## config.mk

```make
export PLATFORM = sky130hd
export DESIGN_NAME = operand_loader
export DESIGN_NICKNAME = d
export VERILOG_FILES = /design/src/rtl/operand_loader_pkg.sv /design/src/rtl/pb_debounce.sv /design/src/rtl/operand_loader.sv
export SDC_FILE = /design/constraint.sdc
export NUM_CORES = 1
export LEC_CHECK = 0
export ABC_AREA = 0
export CORE_UTILIZATION = 53
export DETAILED_ROUTE_END_ITERATION = 10
export PLACE_DENSITY = 0.78
export SLEW_MARGIN = 5
export SYNTH_ARGS = -nofsm -noshare
export SYNTH_HDL_FRONTEND = slang
export SYNTH_SLANG_ARGS = --single-unit
```

## constraint.sdc

```tcl
create_clock -name clk -period 1.9 [get_ports clk]
set_input_delay 0.285 -clock clk [delete_from_list [all_inputs] [get_ports clk]]
set_output_delay 0.285 -clock clk [all_outputs]
set_load 0.05 [all_outputs]
```

## src/rtl/operand_loader_pkg.sv

```systemverilog
// Shared types and constants for the operand loader front end.
`timescale 1ns/1ps
package operand_loader_pkg;

    typedef enum logic {
        COLLECT,
        PRESENT
    } ldr_state_t;

    // Nibble slots, indexed by button: PB1..PB4 -> 0..3
    localparam int unsigned NIB_A_LO = 0;
    localparam int unsigned NIB_A_HI = 1;
    localparam int unsigned NIB_B_LO = 2;
    localparam int unsigned NIB_B_HI = 3;

    localparam logic [3:0] LOADED_ALL = 4'b1111;

endpackage

```

## src/rtl/pb_debounce.sv

```systemverilog
// Pushbutton synchronizer + debouncer; press_o pulses on the edge where the
// debounced level rises.
`timescale 1ns/1ps
module pb_debounce #(
    parameter int unsigned DEBOUNCE_CYCLES = 16
) (
    input  logic clk,
    input  logic rst_n,
    input  logic pb_i,
    output logic press_o
);

    localparam int unsigned CntW = (DEBOUNCE_CYCLES > 1) ? $clog2(DEBOUNCE_CYCLES) : 1;
    localparam logic [CntW-1:0] CntMax = CntW'(DEBOUNCE_CYCLES - 1);

    logic            sync1_q, sync2_q;
    logic            db_q, db_d;
    logic [CntW-1:0] cnt_q, cnt_d;

    // Two-flop synchronizer for the raw button level
    always_ff @(posedge clk or negedge rst_n) begin
        if (!rst_n) begin
            sync1_q <= 1'b0;
            sync2_q <= 1'b0;
        end else begin
            sync1_q <= pb_i;
            sync2_q <= sync1_q;
        end
    end

    // Debounce counter: a level change is accepted after DEBOUNCE_CYCLES differing cycles
    always_comb begin
        db_d  = db_q;
        cnt_d = cnt_q;
        if (sync2_q == db_q) begin
            cnt_d = '0;
        end else if (cnt_q == CntMax) begin
            db_d  = sync2_q;
            cnt_d = '0;
        end else begin
            cnt_d = cnt_q + CntW'(1);
        end
    end

    // Debounced level and counter state
    always_ff @(posedge clk or negedge rst_n) begin
        if (!rst_n) begin
            db_q  <= 1'b0;
            cnt_q <= '0;
        end else begin
            db_q  <= db_d;
            cnt_q <= cnt_d;
        end
    end

    // Event is combinational so the nibble loads on the same edge db rises
    assign press_o = db_d & ~db_q;

endmodule

```

## src/rtl/operand_loader.sv

```systemverilog
// Loads the switch nibble Y into operands A/B on debounced button presses and
// presents the completed pair over a valid/ready handshake.
`timescale 1ns/1ps
module operand_loader
    import operand_loader_pkg::*;
#(
    parameter int unsigned DEBOUNCE_CYCLES = 16
) (
    input  logic       clk,
    input  logic       rst_n,
    input  logic [3:0] Y,
    input  logic       PB1,
    input  logic       PB2,
    input  logic       PB3,
    input  logic       PB4,
    output logic [7:0] a,
    output logic [7:0] b,
    output logic       out_valid,
    input  logic       out_ready,
    output logic [3:0] loaded
);

    logic [3:0]      pb_raw;
    logic [3:0]      press;
    logic [3:0]      y_s1_q, y_s2_q;
    logic [3:0][3:0] nib_q, nib_d;
    logic [3:0]      loaded_q, loaded_d;
    ldr_state_t      state_q, state_d;

    assign pb_raw = {PB4, PB3, PB2, PB1};

    for (genvar g = 0; g < 4; g++) begin : gen_db
        pb_debounce #(
            .DEBOUNCE_CYCLES(DEBOUNCE_CYCLES)
        ) u_pb_debounce (
            .clk    (clk),
            .rst_n  (rst_n),
            .pb_i   (pb_raw[g]),
            .press_o(press[g])
        );
    end

    // Two-flop synchronizer for the switch nibble
    always_ff @(posedge clk or negedge rst_n) begin
        if (!rst_n) begin
            y_s1_q <= '0;
            y_s2_q <= '0;
        end else begin
            y_s1_q <= Y;
            y_s2_q <= y_s1_q;
        end
    end

    // Next-state: load nibbles while collecting, hand off when all four are in
    always_comb begin
        state_d  = state_q;
        loaded_d = loaded_q;
        nib_d    = nib_q;
        unique case (state_q)
            COLLECT: begin
                for (int i = 0; i < 4; i++) begin
                    if (press[i]) begin
                        nib_d[i]    = y_s2_q;
                        loaded_d[i] = 1'b1;
                    end
                end
                if (loaded_d == LOADED_ALL) begin
                    state_d = PRESENT;
                end
            end
            PRESENT: begin
                // Operands stay put after acceptance so the result remains visible
                if (out_ready) begin
                    loaded_d = '0;
                    state_d  = COLLECT;
                end
            end
            default: state_d = COLLECT;
        endcase
    end

    // State, nibble and loaded-mask registers
    always_ff @(posedge clk or negedge rst_n) begin
        if (!rst_n) begin
            state_q  <= COLLECT;
            loaded_q <= '0;
            nib_q    <= '0;
        end else begin
            state_q  <= state_d;
            loaded_q <= loaded_d;
            nib_q    <= nib_d;
        end
    end

    assign a         = {nib_q[NIB_A_HI], nib_q[NIB_A_LO]};
    assign b         = {nib_q[NIB_B_HI], nib_q[NIB_B_LO]};
    assign loaded    = loaded_q;
    assign out_valid = (state_q == PRESENT);

endmodule

```

After elaboration in Yosys (flattened, before gate mapping) --
Index checks and enable logic that the tools add are counted.
Cells by class: bitwise operators 9, multiplexer cells 29, eq/ne operators 10, $add $sub $neg 4, reduce and logical (&&, ||, !) cells 4
Operator list (number):
- 2-to-1 mux 4 bit | 9
- == test 4 bit, second input constant | 5
- 2-to-1 mux 1 bit | 18
- adder 4 x 1 -> 4 bit, second input constant | 4
- one-hot mux 4 bit (2 select lines) | 1
- AND reduction 2 bit | 4
- inverter 1 bit | 5
- bitwise AND 1 bit | 4
- == test 1 bit | 4
- != test 2 bit, second input constant | 1
- one-hot mux 1 bit (2 select lines) | 1
Storage, ports and cells: bits of input ports 11, output and inout bits 21, flip-flop bits (word level) 57, logic and storage cells 80

Depth between registers and ports, before layout --
depth in word-level cells 9, gate-level depth with buffers 5, gate-level depth less buffers 4

Hierarchy --
A second synthesis with hierarchy kept.
Second synthesis, totals: cells, all modules 140, area total of the unflattened synthesis 2205.9 µm²
Modules (own cells, without submodules):
- pb_debounce | times used 4, area an instance 277.8 µm², cells an instance 19, sequential area each 175.2 µm²
- operand_loader | times used 1, area an instance 1094.8 µm², cells an instance 64, sequential area each 725.7 µm²

Least setup slack after synthesis --
No wires, ideal clock.
path kind flip-flop to flip-flop, start reg state_q (netlist: out_valid), end reg nib_q (netlist bit a[0]), library setup time 125 ps, buffers on the path 1, clock period less this slack 1644 ps, cell stages (with the launch flop) 5, slack 256 ps, data required time 1775 ps, arrival time 1519 ps, cell sequence dfrtp_1 > inv_1 > and4_4 > buf_6 > mux2_4
On the way: cells in the longest elaborated chain, start to end 2
RTL lines:
- start, declared | line operand_loader.sv:28 | ldr_state_t state_q, state_d;
- start signal, assigned | line operand_loader.sv:89 | state_q <= state_d;
- inverter 1 bit (no line)
- AND reduction 2 bit (no line)
- end signal, assigned | line operand_loader.sv:91 | nib_q <= nib_d;
- end, declared | line operand_loader.sv:26 | logic [3:0][3:0] nib_q, nib_d;
Every way passes these cells. A chain may end at the register's enable or synchronous reset.

Worst setup path after layout --
start reg state_q (netlist: out_valid), end out out_valid
RTL lines:
- end, declared | line operand_loader.sv:18 | output logic out_valid,
No word-level cell between the ends.

==> results list <==
* Number of fillers in the final layout: about 260
- Synthesis-to-finish area growth: 25.7%
- Maximum number of pins on one net before global-route repair: 35
* Crit end category: primary output
- Count of placed standard cells in the final layout, fillers left out: 243
- For this run, the slowest stage of the critical path takes 0.82 ns.
- A synthesized cell averages roughly 15 sq um.
- Result of the run: finished, final reports clean
- Together, buffers and inverters on the worst path number 1.
* Wire length per cell after detailed routing: about 17 um
- Layout Utilization: 0.718
* Bufs on Longest Clock Path: 2
- After synthesis the cells add up to about 0.0022 sq mm.
- Count of vias placed by the detailed router: approximately 1.3k
- The total count of max-transition violations in the final report was 0.
* Drt drc: 0
- Total nets after synthesis: between 150 and 200
- Most common library cell in the layout ignoring fill and taps: dfrtp_1
- Vias in the first global route: around 1.4k
- Number of placed cells counting well taps: between 200 and 250
* Largest family of logic cells by synthesized area: multiplexers
* Starting density of the core: 0.571
- Synth Area in Adders: 0.0231
- Commonest non-fill, non-tap cells in the layout: dfrtp_1 (57), clkdlybuf4s50_1 (30), mux2_2 (16)
- Yosys printed 0 warnings.
- Count of input and output buffers: 31
- The initial antenna violation count came to 0.
- Post-layout minimum cycle time: around 1.9 ns
- Setup repair after global routing left no endpoint under its margin.
* Horizontal die dimension: around 66 um
* Via density: approximately 5.2
- Detailed-route wire length: between 4000 and 5000 um
- For this run, the top clock speed supported by timing is 0.541 GHz.
* Area share of xor/xnor cells in the synthesized design: 0.0323
- Number of instances in the synthesized netlist: between 100 and 150
- Number of iterations in the first detailed-routing pass: 4
- Net count of the finished layout: around 200
- The region available for standard cell placement spans around 0.0038 sq mm.
* Ordered cell list for the critical path: clkdlybuf4s50_1
- Mux cell area share after synthesis: 0.111
- Root cell of the clock tree: clkbuf_8
- Max transition margin: 0.628
* Cts bufs inserted: 9
- STA puts the critical path data arrival time at 1.57 ns.
- The clock tree synthesis step divided the H-tree into 3 levels.
* Startpoint type of the worst setup path: flop
- Total setup violations reported at the end of the flow: 0
* Antenna violation net count after detailed routing: 0
* # IOs: 32
- Wire length of the first global-routing pass: 6560 um
- Clock slew at the register clock pins of the worst setup and hold paths: around 0.060 ns
* Maximum clock skew at final layout: between 0.009 and 0.01 ns
* FF+latch count, synth: between 50 and 60
- Max-cap violations: 0
* Clock latency of the later-clocked register in the worst-skew pair: around 0.33 ns
* GP Congestion: around 0.75
- Pwr dens: ~900 mW/mm^2
- Slowest library cell on the worst path: clkdlybuf4s50_1
- Detailed placement finished with a half-perimeter wire length of between 2000 and 3000 um.
- Worst Tran Pin Value: around 0.56 ns
* TritonCTS clock tree: done
- The hold violation total from the final report came to 0.
- After clock tree synthesis, the flow added hold-fix buffers numbering 1.
- Unique masters post-synth: 27
- Area share of and/or/nand/nor cells after synthesis: 0.0945
- Fraction of final layout cells with drive strength greater than 1: 0.231
- The cell family contributing the most delay on the critical path is buffers and inverters.
- Reported leakage power: roughly 0.0012 uW
- From bottom edge to top edge, the die measures about 66 um.
- The initialized floorplan defines 22 standard-cell rows.
- The die covers approximately 0.0044 sq mm.
* Path class of the lowest-slack min-delay path: reg -> reg
- For this run the aggregate overflow at the end of global routing stands at 0.
- For this run, the register share of the synthesized area comes to 0.657.
- Buffers added to address setup during post-CTS repair amount to 0.
- Critical path class: reg -> out
* Post-cts repair resize count: 0
* Data required time at the worst endpoint: 1.62 ns
- Setup tns final: 0 ns
- Global-route total usage across every layer: 0.218
- Worst-case vdd ir drop: approximately 0.67 mV
- Diodes inserted: 0
* Fin crit share: 0.974
* # clock sinks: 57
- Power comes to about 2400 uW.
* 1st-iter DRT viols: 50
- The area fraction in compound gates after synthesis came to 0.0617.
* Biggest fanout along the worst timing path: 5
==> area by class of cell <==
cell class                      instances  area (sq um)  share of cell area
Inverter                                9          33.8              0.0124
Clock buffer                           13           159              0.0582
Tap cell                               48          60.1              0.0220
Timing Repair Buffer                   33           335               0.123
Sequential cell                        57          1430               0.523
Multi-Input combinational cell         80           699               0.256
Clock inverter                          3          15.0             0.00550
==> stage by stage <==
step	instance area [sq um]	setup WS (ns)	hold WS, ns
after floorplan	2170	0.256	-0.0106
after global placement	2540	0.397	0.297
after detailed placement	2540	0.326	0.312
after CTS	2730	0.0320	0.348
after global routing	2730	0.00865	0.354
final	2730	0.0499	0.346
==> state kept, by name (all words and copies together), names as in the netlist <==
register,cells
out_valid,1
y_s2_q,4
gen_db.u_pb_debounce.cnt_q,16
y_s1_q,4
gen_db.u_pb_debounce.sync1_q,4
a,8
loaded,4
b,8
gen_db.u_pb_debounce.sync2_q,4
gen_db.u_pb_debounce.db_q,4
==> power breakdown <==
part | leakage, uW | internal, uW | switching (uW)
sequential | 0.000745 | 1260 | 40.9
combinational | 0.000402 | 62.7 | 75.5
clock | 0.0000932 | 538 | 441
total | 0.00124 | 1860 | 558
==> cells by family (layout without fill, tap and decap cells) <==
group	after synthesis	after routing
XOR/XNOR	8	8
AO/OA/AOI/OAI	20	20
flip-flops	57	57
adder cells (fa/ha/maj)	4	4
multiplexers	20	20
buffers and inverters	10	58
AND/OR/NAND/NOR	28	28
==> path summary, 6_finish.rpt <==
path	startpoint	end	slack, ns	depth (start not counted)
setup / recovery	out_valid	out_valid	0.05	1
hold / removal	y_s1_q[1]	y_s2_q[1]	0.35	0
setup reg to reg	gen_db[0].u_pb_debounce.cnt_q[0]	a[1]	0.30	4
hold reg to reg	y_s1_q[1]	y_s2_q[1]	0.35	0
max in group asynchronous	rst_n	y_s1_q[0]	0.86	3
min in group asynchronous	rst_n	gen_db[3].u_pb_debounce.cnt_q[3]	0.47	2
==> cell usage after synthesis <==
master,count,area share
a21boi_0,2,0.0069
a21o_1,1,0.0035
a21oi_1,6,0.014
a311oi_1,1,0.0040
a31oi_1,4,0.012
a32oi_1,1,0.0040
and3_2,3,0.010
and3_4,1,0.0052
and4_4,1,0.0052
buf_6,1,0.0052
dfrtp_1,57,0.66
ha_1,4,0.023
inv_1,9,0.016
mux2_2,16,0.083
mux2_4,4,0.028
nand2_1,3,0.0052
nand2b_1,1,0.0029
nand3_2,1,0.0046
nand4_4,2,0.020
nand4b_1,3,0.012
nor2_1,5,0.0086
nor2b_1,4,0.012
nor3_1,4,0.0092
o21a_1,1,0.0035
o21ai_0,3,0.0069
o41ai_2,1,0.0075
xnor2_1,8,0.032
==> metal layers <==
layer | wire [um] | vias to the layer above | GRT usage
met5 | 0 | - | 0
met4 | 87 | 0 | 0.130
met3 | 122 | 10 | 0.0552
met2 | 2080 | 21 | 0.357
met1 | 1770 | 636 | 0.257
li1 | - | 603 | -
(Power assumes the default switching activity.)
